## src/rtl/gb80_pkg.sv

```systemverilog
// Shared GB80 front-end constants: bus widths, reset vector and fetch FSM encoding.
package gb80_pkg;

    localparam int unsigned GB80_DATA_W   = 8;
    localparam int unsigned GB80_ADDR_W   = 16;
    localparam logic [15:0] GB80_RESET_PC = 16'h0000;

    localparam logic [0:0] S_IDLE = 1'b0;
    localparam logic [0:0] S_REQ  = 1'b1;

endpackage

```

## src/rtl/gb80_fetch_buf.sv

```systemverilog
// Prefetch FIFO with flush; head byte and valid are registered so o_data holds when empty.
module gb80_fetch_buf
    import gb80_pkg::*;
#(
    parameter int unsigned  DATA_WIDTH = GB80_DATA_W,
    parameter int unsigned  BUF_DEPTH  = 2,
    localparam int unsigned CNT_W      = $clog2(BUF_DEPTH + 1)
) (
    input  logic                  i_clk,
    input  logic                  i_reset,
    input  logic                  push_i,
    input  logic [DATA_WIDTH-1:0] wdata_i,
    input  logic                  pop_i,
    input  logic                  flush_i,
    output logic [CNT_W-1:0]      count_o,
    output logic [DATA_WIDTH-1:0] data_o,
    output logic                  valid_o
);

    localparam int unsigned PTR_W = $clog2(BUF_DEPTH);

    logic [DATA_WIDTH-1:0] mem_q [BUF_DEPTH];
    logic [PTR_W-1:0]      rd_ptr_q, rd_ptr_d;
    logic [PTR_W-1:0]      wr_ptr_q, wr_ptr_d;
    logic [CNT_W-1:0]      count_q, count_d;
    logic [DATA_WIDTH-1:0] head_q, head_d;
    logic                  valid_q, valid_d;
    logic                  do_pop, do_push;

    always_comb begin
        do_pop   = pop_i && (count_q != '0) && !flush_i;
        do_push  = push_i && !flush_i && ((count_q != CNT_W'(BUF_DEPTH)) || do_pop);
        rd_ptr_d = rd_ptr_q;
        wr_ptr_d = wr_ptr_q;
        count_d  = count_q;
        head_d   = head_q;

        if (flush_i) begin
            rd_ptr_d = '0;
            wr_ptr_d = '0;
            count_d  = '0;
        end else begin
            if (do_pop) rd_ptr_d = rd_ptr_q + PTR_W'(1);
            if (do_push) wr_ptr_d = wr_ptr_q + PTR_W'(1);
            if (do_push && !do_pop) count_d = count_q + CNT_W'(1);
            else if (do_pop && !do_push) count_d = count_q - CNT_W'(1);
        end

        valid_d = (count_d != '0);
        // Next head may be the byte being written this very cycle
        if (valid_d) begin
            head_d = (do_push && (wr_ptr_q == rd_ptr_d)) ? wdata_i : mem_q[rd_ptr_d];
        end
    end

    always_ff @(posedge i_clk) begin
        if (i_reset) begin
            rd_ptr_q <= '0;
            wr_ptr_q <= '0;
            count_q  <= '0;
            head_q   <= '0;
            valid_q  <= 1'b0;
        end else begin
            rd_ptr_q <= rd_ptr_d;
            wr_ptr_q <= wr_ptr_d;
            count_q  <= count_d;
            head_q   <= head_d;
            valid_q  <= valid_d;
        end
    end

    always_ff @(posedge i_clk) begin
        if (do_push) mem_q[wr_ptr_q] <= wdata_i;
    end

    assign count_o = count_q;
    assign data_o  = head_q;
    assign valid_o = valid_q;

endmodule

```

## src/rtl/gb80_fetch.sv

```systemverilog
// GB80 fetch unit: owns fetch address and PC, issues single-outstanding byte reads,
// feeds the decoder from a prefetch buffer and handles redirects with in-flight drop.
module gb80_fetch
    import gb80_pkg::*;
#(
    parameter int unsigned         DATA_WIDTH = GB80_DATA_W,
    parameter int unsigned         PC_WIDTH   = GB80_ADDR_W,
    parameter logic [PC_WIDTH-1:0] RESET_PC   = PC_WIDTH'(GB80_RESET_PC),
    parameter int unsigned         BUF_DEPTH  = 2
) (
    input  logic                  i_clk,
    input  logic                  i_reset,
    input  logic                  i_rd_en,
    input  logic                  i_pc_load,
    input  logic [PC_WIDTH-1:0]   i_pc_value,
    input  logic                  i_halt,
    output logic [DATA_WIDTH-1:0] o_data,
    output logic                  o_data_valid,
    output logic [PC_WIDTH-1:0]   o_pc,
    output logic                  o_bus_req,
    output logic [PC_WIDTH-1:0]   o_bus_addr,
    input  logic                  i_bus_ack,
    input  logic [DATA_WIDTH-1:0] i_bus_rdata,
    output logic                  o_underflow
);

    localparam int unsigned CNT_W = $clog2(BUF_DEPTH + 1);

    logic [0:0]          state_q, state_d;
    logic [PC_WIDTH-1:0] fetch_addr_q, fetch_addr_d;
    logic [PC_WIDTH-1:0] pc_head_q, pc_head_d;
    logic [PC_WIDTH-1:0] bus_addr_q, bus_addr_d;
    logic                bus_req_q, bus_req_d;
    logic                drop_q, drop_d;
    logic                underflow_q, underflow_d;

    logic [CNT_W-1:0]    buf_count;
    logic                buf_push, buf_pop, buf_flush;

    gb80_fetch_buf #(
        .DATA_WIDTH (DATA_WIDTH),
        .BUF_DEPTH  (BUF_DEPTH)
    ) u_buf (
        .i_clk   (i_clk),
        .i_reset (i_reset),
        .push_i  (buf_push),
        .wdata_i (i_bus_rdata),
        .pop_i   (buf_pop),
        .flush_i (buf_flush),
        .count_o (buf_count),
        .data_o  (o_data),
        .valid_o (o_data_valid)
    );

    // Next-state: PC load outranks pop and ack-write; the FSM keeps at most one read in flight
    always_comb begin
        state_d      = state_q;
        fetch_addr_d = fetch_addr_q;
        pc_head_d    = pc_head_q;
        bus_addr_d   = bus_addr_q;
        bus_req_d    = bus_req_q;
        drop_d       = drop_q;
        underflow_d  = i_rd_en && (buf_count == '0);
        buf_push     = 1'b0;
        buf_pop      = 1'b0;
        buf_flush    = i_pc_load;

        if (i_pc_load) begin
            pc_head_d    = i_pc_value;
            fetch_addr_d = i_pc_value;
        end else if (i_rd_en && (buf_count != '0)) begin
            buf_pop   = 1'b1;
            pc_head_d = pc_head_q + PC_WIDTH'(1);
        end

        case (state_q)
            S_IDLE: begin
                if (!i_halt && !i_pc_load && (buf_count < CNT_W'(BUF_DEPTH))) begin
                    state_d    = S_REQ;
                    bus_req_d  = 1'b1;
                    bus_addr_d = fetch_addr_q;
                end
            end
            S_REQ: begin
                if (i_bus_ack) begin
                    state_d   = S_IDLE;
                    bus_req_d = 1'b0;
                    drop_d    = 1'b0;
                    if (!drop_q && !i_pc_load) begin
                        buf_push     = 1'b1;
                        fetch_addr_d = fetch_addr_q + PC_WIDTH'(1);
                    end
                end else if (i_pc_load) begin
                    drop_d = 1'b1;
                end
            end
            default: begin
                state_d   = S_IDLE;
                bus_req_d = 1'b0;
            end
        endcase
    end

    always_ff @(posedge i_clk) begin
        if (i_reset) begin
            state_q      <= S_IDLE;
            fetch_addr_q <= RESET_PC;
            pc_head_q    <= RESET_PC;
            bus_addr_q   <= RESET_PC;
            bus_req_q    <= 1'b0;
            drop_q       <= 1'b0;
            underflow_q  <= 1'b0;
        end else begin
            state_q      <= state_d;
            fetch_addr_q <= fetch_addr_d;
            pc_head_q    <= pc_head_d;
            bus_addr_q   <= bus_addr_d;
            bus_req_q    <= bus_req_d;
            drop_q       <= drop_d;
            underflow_q  <= underflow_d;
        end
    end

    assign o_pc        = pc_head_q;
    assign o_bus_req   = bus_req_q;
    assign o_bus_addr  = bus_addr_q;
    assign o_underflow = underflow_q;

endmodule
```

## config.mk

```make
export PLATFORM = sky130hd
export DESIGN_NAME = gb80_fetch
export DESIGN_NICKNAME = d
export VERILOG_FILES = /design/src/rtl/gb80_pkg.sv /design/src/rtl/gb80_fetch_buf.sv /design/src/rtl/gb80_fetch.sv
export SDC_FILE = /design/constraint.sdc
export NUM_CORES = 1
export LEC_CHECK = 0
export ABC_AREA = 1
export CORE_MARGIN = 2
export CORE_UTILIZATION = 25
export DETAILED_ROUTE_END_ITERATION = 7
export GPL_ROUTABILITY_DRIVEN = 0
export SYNTH_ARGS = -nofsm -noshare
export SYNTH_HDL_FRONTEND = slang
export SYNTH_SLANG_ARGS = --single-unit
```

## constraint.sdc

```tcl
create_clock -name i_clk -period 6.16 [get_ports i_clk]
set_input_delay 0.616 -clock i_clk [delete_from_list [all_inputs] [get_ports i_clk]]
set_output_delay 0.616 -clock i_clk [all_outputs]
set_load 0.05 [all_outputs]
```

==> impl_metrics.env, run 1 <==
export IMPL_status="finished clean"
export IMPL_hold_ws_ps=511
export IMPL_cp_required_ps=6130
export IMPL_critPathKind="primary input to flip-flop"
export IMPL_synth_area_um2=4100
export IMPL_grt_pass1_wl_mm=18.3
export IMPL_ys_warn_count=0
export IMPL_combPwrFrac_pct=15.0
export IMPL_powerDensity_nw_per_um2=263
export IMPL_overflow=0
export IMPL_synth_net_count=589
export IMPL_finalSetupTns_ps=0
export IMPL_relSlewSlack_pct=18.5
export IMPL_leakage_nw=2.09
export IMPL_holdBufCountCts=0
export IMPL_fillers=1685
export IMPL_rr_worst_depth=7
export IMPL_period_needed_ps=3010
export IMPL_tightestPinTransition_ps=1220
export IMPL_seq_power_share_pct=41.8
export IMPL_start_util_pct=25.7
export IMPL_switching_share_pct=26.4
export IMPL_place_ws_ps=2750
export IMPL_numCtsBuffers=9
export IMPL_grt_pass1_vias=3565
export IMPL_holdPathStages=2
export IMPL_place_port_buffers=72
export IMPL_path_delay_family="buffers and inverters"
export IMPL_worstHoldStart="fetch_addr_q[0]"
export IMPL_grt_max_degree=39
export IMPL_use_met1_pct=17.2
export IMPL_critical_path_max_fanout=29
export IMPL_finalSetupViolCount=0
export IMPL_fin_cells=842
export IMPL_grt_use_met2_pct=21.2
export IMPL_drtIter0Drc=229
export IMPL_grt_busiest_layer="met2"
export IMPL_hold_path_class="flip-flop to flip-flop"
export IMPL_synthTopCellsByArea="dfxtp_1, edfxtp_1, nand2_1, nand3_1, inv_1"
export IMPL_ys_ff_latch=81
export IMPL_coreArea_um2=15900
export IMPL_postRouteAntennaNets=0
export IMPL_crit_path_end_kind="flip-flop"
export IMPL_cts_resized=0
export IMPL_reg2reg_slack_ps=3660
export IMPL_regArea_um2=1780
export IMPL_intPower_mw=1.03
export IMPL_finish_utilization_pct=33.5
export IMPL_antenna_found_initial=0
export IMPL_clock_skew_ps=4.19
export IMPL_io_pins=73
export IMPL_dieWidth_um=132
export IMPL_die_y_um=132
export IMPL_dpl_hpwl_mm=8.11
export IMPL_gr_usage_met3_pct=3.11
export IMPL_cap_violations=0
export IMPL_finalMaxSlewViolations=0
export IMPL_syn2layout_area_growth_pct=30.5
export IMPL_cts_sinks=81
export IMPL_vias=3739
export IMPL_cts_tree="done"
export IMPL_startpoint_type="primary input"
export IMPL_drt_vias_per_instance=4.44
export IMPL_die_area_um2=17400
export IMPL_ys_seq_area_share_pct=43.5
export IMPL_finalHoldViolations=0
export IMPL_routedWlPerCell_um=13.2
export IMPL_synth_area_per_cell_um2=7.38
export IMPL_fmax_mhz=333
export IMPL_grt_total_usage_pct=13.1
export IMPL_timing_rr_end="u_buf.mem_q[1][1]"
export IMPL_drc_errors=0
export IMPL_critical_path_max_stage_delay_ps=600
export IMPL_setup_slack_ps=3150
export IMPL_yosys_top_cells_count="nand2_1, inv_1, dfxtp_1"
export IMPL_syn_inst=555
export IMPL_routed_wl_mm=11.1
export IMPL_max_vdd_ir_drop_uv=123
export IMPL_final_layout_size_suffix_gt1_share_pct=6.39
export IMPL_rsz0062_at_grt="false"
export IMPL_synth_area_leader_cell="dfxtp_1"
export IMPL_critPathSlowestCell="nor2_1"
export IMPL_dp_cells=826
export IMPL_p_switching_uw=371
export IMPL_nets=655
export IMPL_rows=46
export IMPL_clockBufferDepth=2
export IMPL_postCtsSetupRepairBufs=0
export IMPL_yosysUniqueCellTypes=34
export IMPL_synth_edf_count=16
export IMPL_htreeDepth=3
export IMPL_cp_arrival_ps=2970
export IMPL_ys_flop_type="dfxtp_1"
export IMPL_first_pass_iters=4
export IMPL_async_flop_share_pct=0
export IMPL_path_buf_inv=4
export IMPL_p_clk_share_pct=43.2
export IMPL_cts_clk_slew_worst_paths_ps=60
export IMPL_cts_root_buf="clkbuf_16"
export IMPL_netlist_area_leader_share_pct=31.8
export IMPL_synth_most_common_cell="nand2_1"
export IMPL_r2r_start="u_buf.count_o[1]"
export IMPL_crit_chain="clkdlybuf4s50_1 -> buf_4 -> inv_2 -> nand3_4 -> a21oi_4 -> inv_1 -> nor2_1"
export IMPL_hold_path_end="fetch_addr_q[0]"
export IMPL_antennaDiodeCount=0
export IMPL_multi_input_area_um2=1960
export IMPL_period_share_pct=48.8
export IMPL_clk_latency_ps=340
[state kept, by name (all words and copies together), names as in the netlist]
| name | count |
|---|---|
| u_buf.valid_o | 1 |
| o_pc | 16 |
| o_underflow | 1 |
| u_buf.rd_ptr_q | 1 |
| o_bus_req | 1 |
| fetch_addr_q | 16 |
| u_buf.data_o | 8 |
| u_buf.count_o | 2 |
| u_buf.wr_ptr_q | 1 |
| o_bus_addr | 16 |
| u_buf.mem_q | 16 |
| drop_q | 1 |
| state_q | 1 |
[logic make-up (layout without fill, tap and decap cells)]
group	Yosys count	count (layout)	share of synthesized area (%)
fa+ha+maj	4	4	1.22
flops	81	81	43.5
compound gates	106	106	13.9
buf+inv	89	160	8.74
simple gates	265	265	30.5
xor+xnor	10	10	2.14
[stage by stage]
stage	instance area, um2	power [mW]
2_1_floorplan	4100	0.730
3_5_place_dp	5010	0.810
3_3_place_gp	5010	0.810
4_1_cts	5340	1.42
5_1_grt	5340	1.46
6_report	5340	1.41
[worst reg2reg max path: stages, from the launching register on]
cell and delay (ps):
dfxtp_1 450, inv_1 70, ha_1 200, inv_1 160, nand3_4 190, a21oi_4 360, inv_1 100, nor2_1 600
[cells in the final DEF, fill, tap and decap left out, drive strengths merged]
cell,Yosys,routed
o211ai,2,2
dfxtp,65,65
nor2,51,51
clkdlybuf4s50,0,72
nand4,6,6
nor3,11,11
o22ai,1,1
a21oi,37,37
bufinv,0,3
edfxtp,16,16
xnor2,2,2
clkbuf,14,10
ha,4,4
buf,5,2
a31oi,15,15
inv,69,69
nor4,4,4
nand2,132,132
or2,1,1
o21a,1,1
o21ai,50,50
nand3b,1,1
nand3,59,59
xor2,8,8
clkinv,1,4
[area by class of cell]
class                           instances  share of cell area (%)
Multi-Input combinational cell        385                    36.6
Sequential cell                        81                    33.3
Timing Repair Buffer                   74                    13.8
Tap cell                              216                    5.06
Inverter                               70                    4.94
Clock buffer                           10                    4.29
Clock inverter                          6                    1.99
[how the worst max path moves through the flow]
| stage | startpoint | end | slack [ps] | cells past startpoint |
|---|---|---|---|---|
| after floorplan | i_pc_load | u_buf.mem_q[1][0] | 3960 | 8 |
| after global placement | i_reset | o_bus_req | 2780 | 4 |
| after detailed placement | i_reset | o_bus_req | 2750 | 4 |
| after CTS | i_pc_load | u_buf.mem_q[1][2] | 3120 | 7 |
| after global routing | i_reset | fetch_addr_q[0] | 2870 | 4 |
| final | i_pc_load | u_buf.mem_q[1][1] | 3150 | 7 |
[power by group through the flow]
| stage | Sequential (mW) | Combinational [mW] | Clock, mW |
|---|---|---|---|
| finish | 0.587 | 0.210 | 0.607 |
| detailed placement | 0.599 | 0.212 | 0 |
| CTS | 0.588 | 0.213 | 0.621 |
| floorplan | 0.654 | 0.0764 | 0 |
| global route | 0.591 | 0.228 | 0.642 |
| global placement | 0.600 | 0.210 | 0 |
[routing by layer]
layer | vias to the layer above | part of all wire, %
li1 | 1962 | -
met1 | 1672 | 47
met2 | 94 | 46
met3 | 11 | 5.0
met4 | 0 | 1.2
met5 | - | 0
No activity file was read; power rests on OpenSTA's default activity.
==> run 2: changes to the inputs <==
==> constraint.sdc (replaced) <==
create_clock -name i_clk -period 2.4 [get_ports i_clk]
set_input_delay 0.24 -clock i_clk [delete_from_list [all_inputs] [get_ports i_clk]]
set_output_delay 0.24 -clock i_clk [all_outputs]
set_load 0.05 [all_outputs]
==> impl_metrics.env, run 2 (same netlist as run 1, synthesis figures left out) <==
export IMPL_nets=665
export IMPL_fillers=1709
export IMPL_fin_cells=852
export IMPL_worstHoldStart="o_bus_req"
export IMPL_finalHoldViolations=0
export IMPL_hold_ws_ps=510
export IMPL_syn2layout_area_growth_pct=32.0
export IMPL_dp_cells=836
export IMPL_cp_arrival_ps=2280
export IMPL_grt_max_degree=32
export IMPL_rr_worst_depth=12
export IMPL_clk_latency_ps=340
export IMPL_period_needed_ps=2060
export IMPL_routedWlPerCell_um=13.2
export IMPL_intPower_mw=2.55
export IMPL_fmax_mhz=486
export IMPL_powerDensity_nw_per_um2=649
export IMPL_first_pass_iters=5
export IMPL_die_y_um=132
export IMPL_antenna_found_initial=0
export IMPL_hold_path_end="o_bus_req"
export IMPL_relSlewSlack_pct=65.2
export IMPL_holdPathStages=2
export IMPL_drt_vias_per_instance=4.51
export IMPL_postCtsSetupRepairBufs=0
export IMPL_p_switching_uw=956
export IMPL_holdBufCountCts=0
export IMPL_finalMaxSlewViolations=0
export IMPL_die_area_um2=17400
export IMPL_r2r_start="u_buf.count_o[1]"
export IMPL_grt_pass1_vias=3646
export IMPL_antennaDiodeCount=0
export IMPL_p_clk_share_pct=41.3
export IMPL_status="finished clean"
export IMPL_grt_total_usage_pct=13.2
export IMPL_finalSetupViolCount=0
export IMPL_start_util_pct=25.7
export IMPL_postRouteAntennaNets=0
export IMPL_cp_required_ps=2620
export IMPL_coreArea_um2=15900
export IMPL_hold_path_class="flip-flop to flip-flop"
export IMPL_grt_pass1_wl_mm=18.6
export IMPL_cts_tree="done"
export IMPL_htreeDepth=3
export IMPL_routed_wl_mm=11.3
export IMPL_clock_skew_ps=11.5
export IMPL_leakage_nw=2.14
export IMPL_final_cell_mix="nand2_1, clkdlybuf4s50_1, inv_1"
export IMPL_numCtsBuffers=9
export IMPL_critical_path_max_fanout=10
export IMPL_drc_errors=0
export IMPL_reg2reg_slack_ps=340
export IMPL_dpl_hpwl_mm=8.42
export IMPL_clockBufferDepth=2
export IMPL_drtIter0Drc=288
export IMPL_startpoint_type="flip-flop"
export IMPL_critPathKind="flip-flop to flip-flop"
export IMPL_io_pins=73
export IMPL_tightestPinTransition_ps=521
export IMPL_vias=3844
export IMPL_seq_power_share_pct=43.0
export IMPL_timing_rr_end="u_buf.data_o[0]"
export IMPL_crit_path_end_kind="flip-flop"
export IMPL_cts_sinks=81
export IMPL_period_share_pct=85.7
export IMPL_overflow=0
export IMPL_final_layout_size_suffix_gt1_share_pct=8.18
export IMPL_rsz0062_at_grt="false"
export IMPL_cap_violations=0
export IMPL_layout_commonest_cell="nand2_1"
export IMPL_cts_root_buf="clkbuf_16"
export IMPL_cts_resized=0
export IMPL_cts_clk_slew_worst_paths_ps=50
export IMPL_combPwrFrac_pct=15.7
export IMPL_max_vdd_ir_drop_uv=353
export IMPL_place_port_buffers=72
export IMPL_finalSetupTns_ps=0
export IMPL_rows=46
export IMPL_dieWidth_um=132
export IMPL_switching_share_pct=27.3
## run 2: cell count changes in the layout (fill, tap and decap cells not counted), sizes merged
cell,change
buf,+10
bufinv,-2
clkbuf,+1
clkinv,-1
inv,+2
## run 2: power by group through the flow
stage | registers [mW] | logic (mW) | clock network (mW)
2_1_floorplan | 1.68 | 0.196 | 0
3_3_place_gp | 1.54 | 0.550 | 0
3_5_place_dp | 1.54 | 0.552 | 0
4_1_cts | 1.51 | 0.554 | 1.49
5_1_grt | 1.52 | 0.596 | 1.54
6_report | 1.51 | 0.549 | 1.45
## run 2: per-layer routing
metal	vias up	GRT usage, %	routed length, um
met5	-	0	0
li1	1990	-	-
met1	1743	17.2	5290
met4	0	3.44	140
met2	98	22.0	5250
met3	13	3.23	576
## run 2: worst max path at each step
stage                          start                 to  slack, ps
floorplan           u_buf.count_o[1]  u_buf.mem_q[1][0]        310
global placement           i_pc_load    u_buf.data_o[2]        310
detailed placement         i_pc_load    u_buf.data_o[6]        320
CTS                 u_buf.count_o[1]    u_buf.data_o[7]        320
global route        u_buf.count_o[1]    u_buf.data_o[5]        100
finish              u_buf.count_o[1]    u_buf.data_o[0]        340
## run 2: critical path, stage by stage, from the launching register on
cell and delay [ps]:
dfxtp_1 440, inv_1 70, ha_1 200, inv_1 140, nand2_2 140, nor2_8 210
nand2_2 110, nand2_2 70, nand3_1 60, nand2_1 270, nand3_1 120, nand2_1 70
nor2_1 40
## run 2: stage by stage
step	total power [mW]	worst slack, ps	area (um2)	util, %
5_1_grt	3.65	100	5410	33.9
4_1_cts	3.56	323	5410	33.9
3_3_place_gp	2.09	312	5080	31.9
2_1_floorplan	1.87	308	4100	-
3_5_place_dp	2.09	321	5080	31.9
6_report	3.51	343	5410	33.9
## run 2: area by class of cell
cell class              count  area (um2)  area share [%]
multi-input cells         385        1960            36.2
flip-flops and latches     81        1780            33.0
repair buffers             84         811            15.0
well taps                 216         270            5.00
clock buffers              11         264            4.88
inverters                  70         264            4.88
clock inverters             5        60.1            1.11
==> run 3: changes to the inputs <==
--- a/config.mk
+++ b/config.mk
@@ -10,6 +10,7 @@
 export CORE_UTILIZATION = 25
 export DETAILED_ROUTE_END_ITERATION = 7
 export GPL_ROUTABILITY_DRIVEN = 0
+export SETUP_SLACK_MARGIN = 0.2
 export SYNTH_ARGS = -nofsm -noshare
 export SYNTH_HDL_FRONTEND = slang
 export SYNTH_SLANG_ARGS = --single-unit
==> impl_metrics.env, run 3 (same netlist as run 1, synthesis figures left out) <==
export IMPL_crit_top_cell="nor2_1"
export IMPL_intPower_mw=2.55
export IMPL_place_port_buffers=72
export IMPL_nets=665
export IMPL_startpoint_type="flip-flop"
export IMPL_drc_errors=0
export IMPL_status="finished clean"
export IMPL_final_cell_mix="nand2_1, clkdlybuf4s50_1, inv_1"
export IMPL_numCtsBuffers=9
export IMPL_switching_share_pct=27.3
export IMPL_fillers=1707
export IMPL_finalMaxSlewViolations=0
export IMPL_clk_latency_ps=340
export IMPL_critPathKind="flip-flop to flip-flop"
export IMPL_crit_start="u_buf.count_o[1]"
export IMPL_finalSetupTns_ps=0
export IMPL_seq_power_share_pct=43.0
export IMPL_die_y_um=132
export IMPL_period_needed_ps=1950
export IMPL_overflow=0
export IMPL_rows=46
export IMPL_dpl_hpwl_mm=8.42
export IMPL_drt_vias_per_instance=4.54
export IMPL_grt_pass1_wl_mm=18.6
export IMPL_rr_worst_depth=13
export IMPL_routed_wl_mm=11.3
export IMPL_critical_path_max_fanout=10
export IMPL_grt_pass1_vias=3646
export IMPL_leakage_nw=2.14
export IMPL_drtIter0Drc=236
export IMPL_clockBufferDepth=2
export IMPL_p_clk_share_pct=41.3
export IMPL_final_layout_size_suffix_gt1_share_pct=8.49
export IMPL_hold_ws_ps=510
export IMPL_critical_path_max_stage_delay_ps=380
export IMPL_holdBufCountCts=0
export IMPL_antennaDiodeCount=0
export IMPL_dieWidth_um=132
export IMPL_crit_path_end_kind="flip-flop"
export IMPL_max_vdd_ir_drop_uv=353
export IMPL_rsz0062_at_grt="false"
export IMPL_grt_max_degree=32
export IMPL_io_pins=73
export IMPL_cap_violations=0
export IMPL_first_pass_iters=5
export IMPL_powerDensity_nw_per_um2=648
export IMPL_critPathSlowestCell="dfxtp_2"
export IMPL_postCtsSetupRepairBufs=0
export IMPL_die_area_um2=17400
export IMPL_p_switching_uw=957
export IMPL_cp_arrival_ps=2210
export IMPL_cts_resized=0
export IMPL_antenna_found_initial=0
export IMPL_cts_sinks=81
export IMPL_hold_path_class="flip-flop to flip-flop"
export IMPL_cts_root_buf="clkbuf_16"
export IMPL_cts_clk_slew_worst_paths_ps=60
export IMPL_grt_total_usage_pct=13.2
export IMPL_r2r_start="u_buf.count_o[1]"
export IMPL_reg2reg_slack_ps=450
export IMPL_coreArea_um2=15900
export IMPL_crit_path_end="u_buf.data_o[7]"
export IMPL_postRouteAntennaNets=0
export IMPL_clock_skew_ps=11.6
export IMPL_vias=3872
export IMPL_finalHoldViolations=0
export IMPL_crit_chain="inv_1 -> ha_1 -> inv_1 -> nand2_2 -> nor2_8 -> nand2_2 -> nand2_2 -> nand2_1 -> nor2_1 -> nor2_1 -> nor2_4 -> nor2_1 -> nor2_1"
export IMPL_cp_required_ps=2670
export IMPL_relSlewSlack_pct=65.2
export IMPL_fmax_mhz=514
export IMPL_htreeDepth=3
export IMPL_syn2layout_area_growth_pct=32.1
export IMPL_start_util_pct=25.7
export IMPL_routedWlPerCell_um=13.2
export IMPL_cts_tree="done"
export IMPL_tightestPinTransition_ps=521
export IMPL_period_share_pct=81.1
export IMPL_layout_commonest_cell="nand2_1"
export IMPL_combPwrFrac_pct=15.7
export IMPL_finalSetupViolCount=0
export IMPL_timing_rr_end="u_buf.data_o[7]"
[run 3: final cells by class]
| class | count | area [um2] | area share, % |
|---|---|---|---|
| Tap cell | 216 | 270 | 5.00 |
| Timing Repair Buffer | 84 | 811 | 15.0 |
| Inverter | 70 | 264 | 4.88 |
| Sequential cell | 81 | 1780 | 33.0 |
| Clock inverter | 5 | 60.1 | 1.11 |
| Clock buffer | 11 | 264 | 4.88 |
| Multi-Input combinational cell | 385 | 1960 | 36.2 |
[run 3: per-layer routing]
layer	vias up	global-route usage (%)	wire length [um]
met2	105	22.0	5240
met4	0	3.44	140
met3	13	3.23	639
met5	-	0	0
met1	1764	17.2	5240
li1	1990	-	-
[run 3: critical path: cells and delay by family, from the launching register on]
family / cells / cell delay, ps
fa+ha+maj: 1 / 190
buf+inv: 2 / 210
flops: 1 / 380
simple gates: 10 / 1120
[run 3: per-stage QoR]
stage / power, mW / cells / area [um2] / worst slack, ps / utilization [%]
2_1_floorplan: 1.87 / 555 / 4100 / 308 / -
3_3_place_gp: 2.09 / 836 / 5080 / 312 / 31.9
3_5_place_dp: 2.09 / 836 / 5080 / 321 / 31.9
4_1_cts: 3.56 / 852 / 5410 / 323 / 33.9
5_1_grt: 3.65 / 852 / 5410 / 218 / 33.9
6_report: 3.51 / 852 / 5410 / 453 / 33.9
[run 3: how the worst min path moves through the flow]
stage,slack [ps],start,depth (start not counted),to
after floorplan,340,i_bus_rdata[0],0,u_buf.mem_q[0][0]
after global placement,490,fetch_addr_q[0],2,fetch_addr_q[0]
after detailed placement,500,fetch_addr_q[0],2,fetch_addr_q[0]
after CTS,510,fetch_addr_q[0],2,fetch_addr_q[0]
after global routing,530,fetch_addr_q[1],2,o_bus_addr[1]
final,510,o_bus_req,2,o_bus_req
[run 3: power groups by stage]
stage                     Sequential [mW]  Clock, mW  Combinational (mW)
after floorplan                      1.68          0               0.196
after global placement               1.54          0               0.550
after detailed placement             1.54          0               0.552
after CTS                            1.51       1.49               0.554
after global routing                 1.52       1.54               0.597
final                                1.51       1.45               0.549
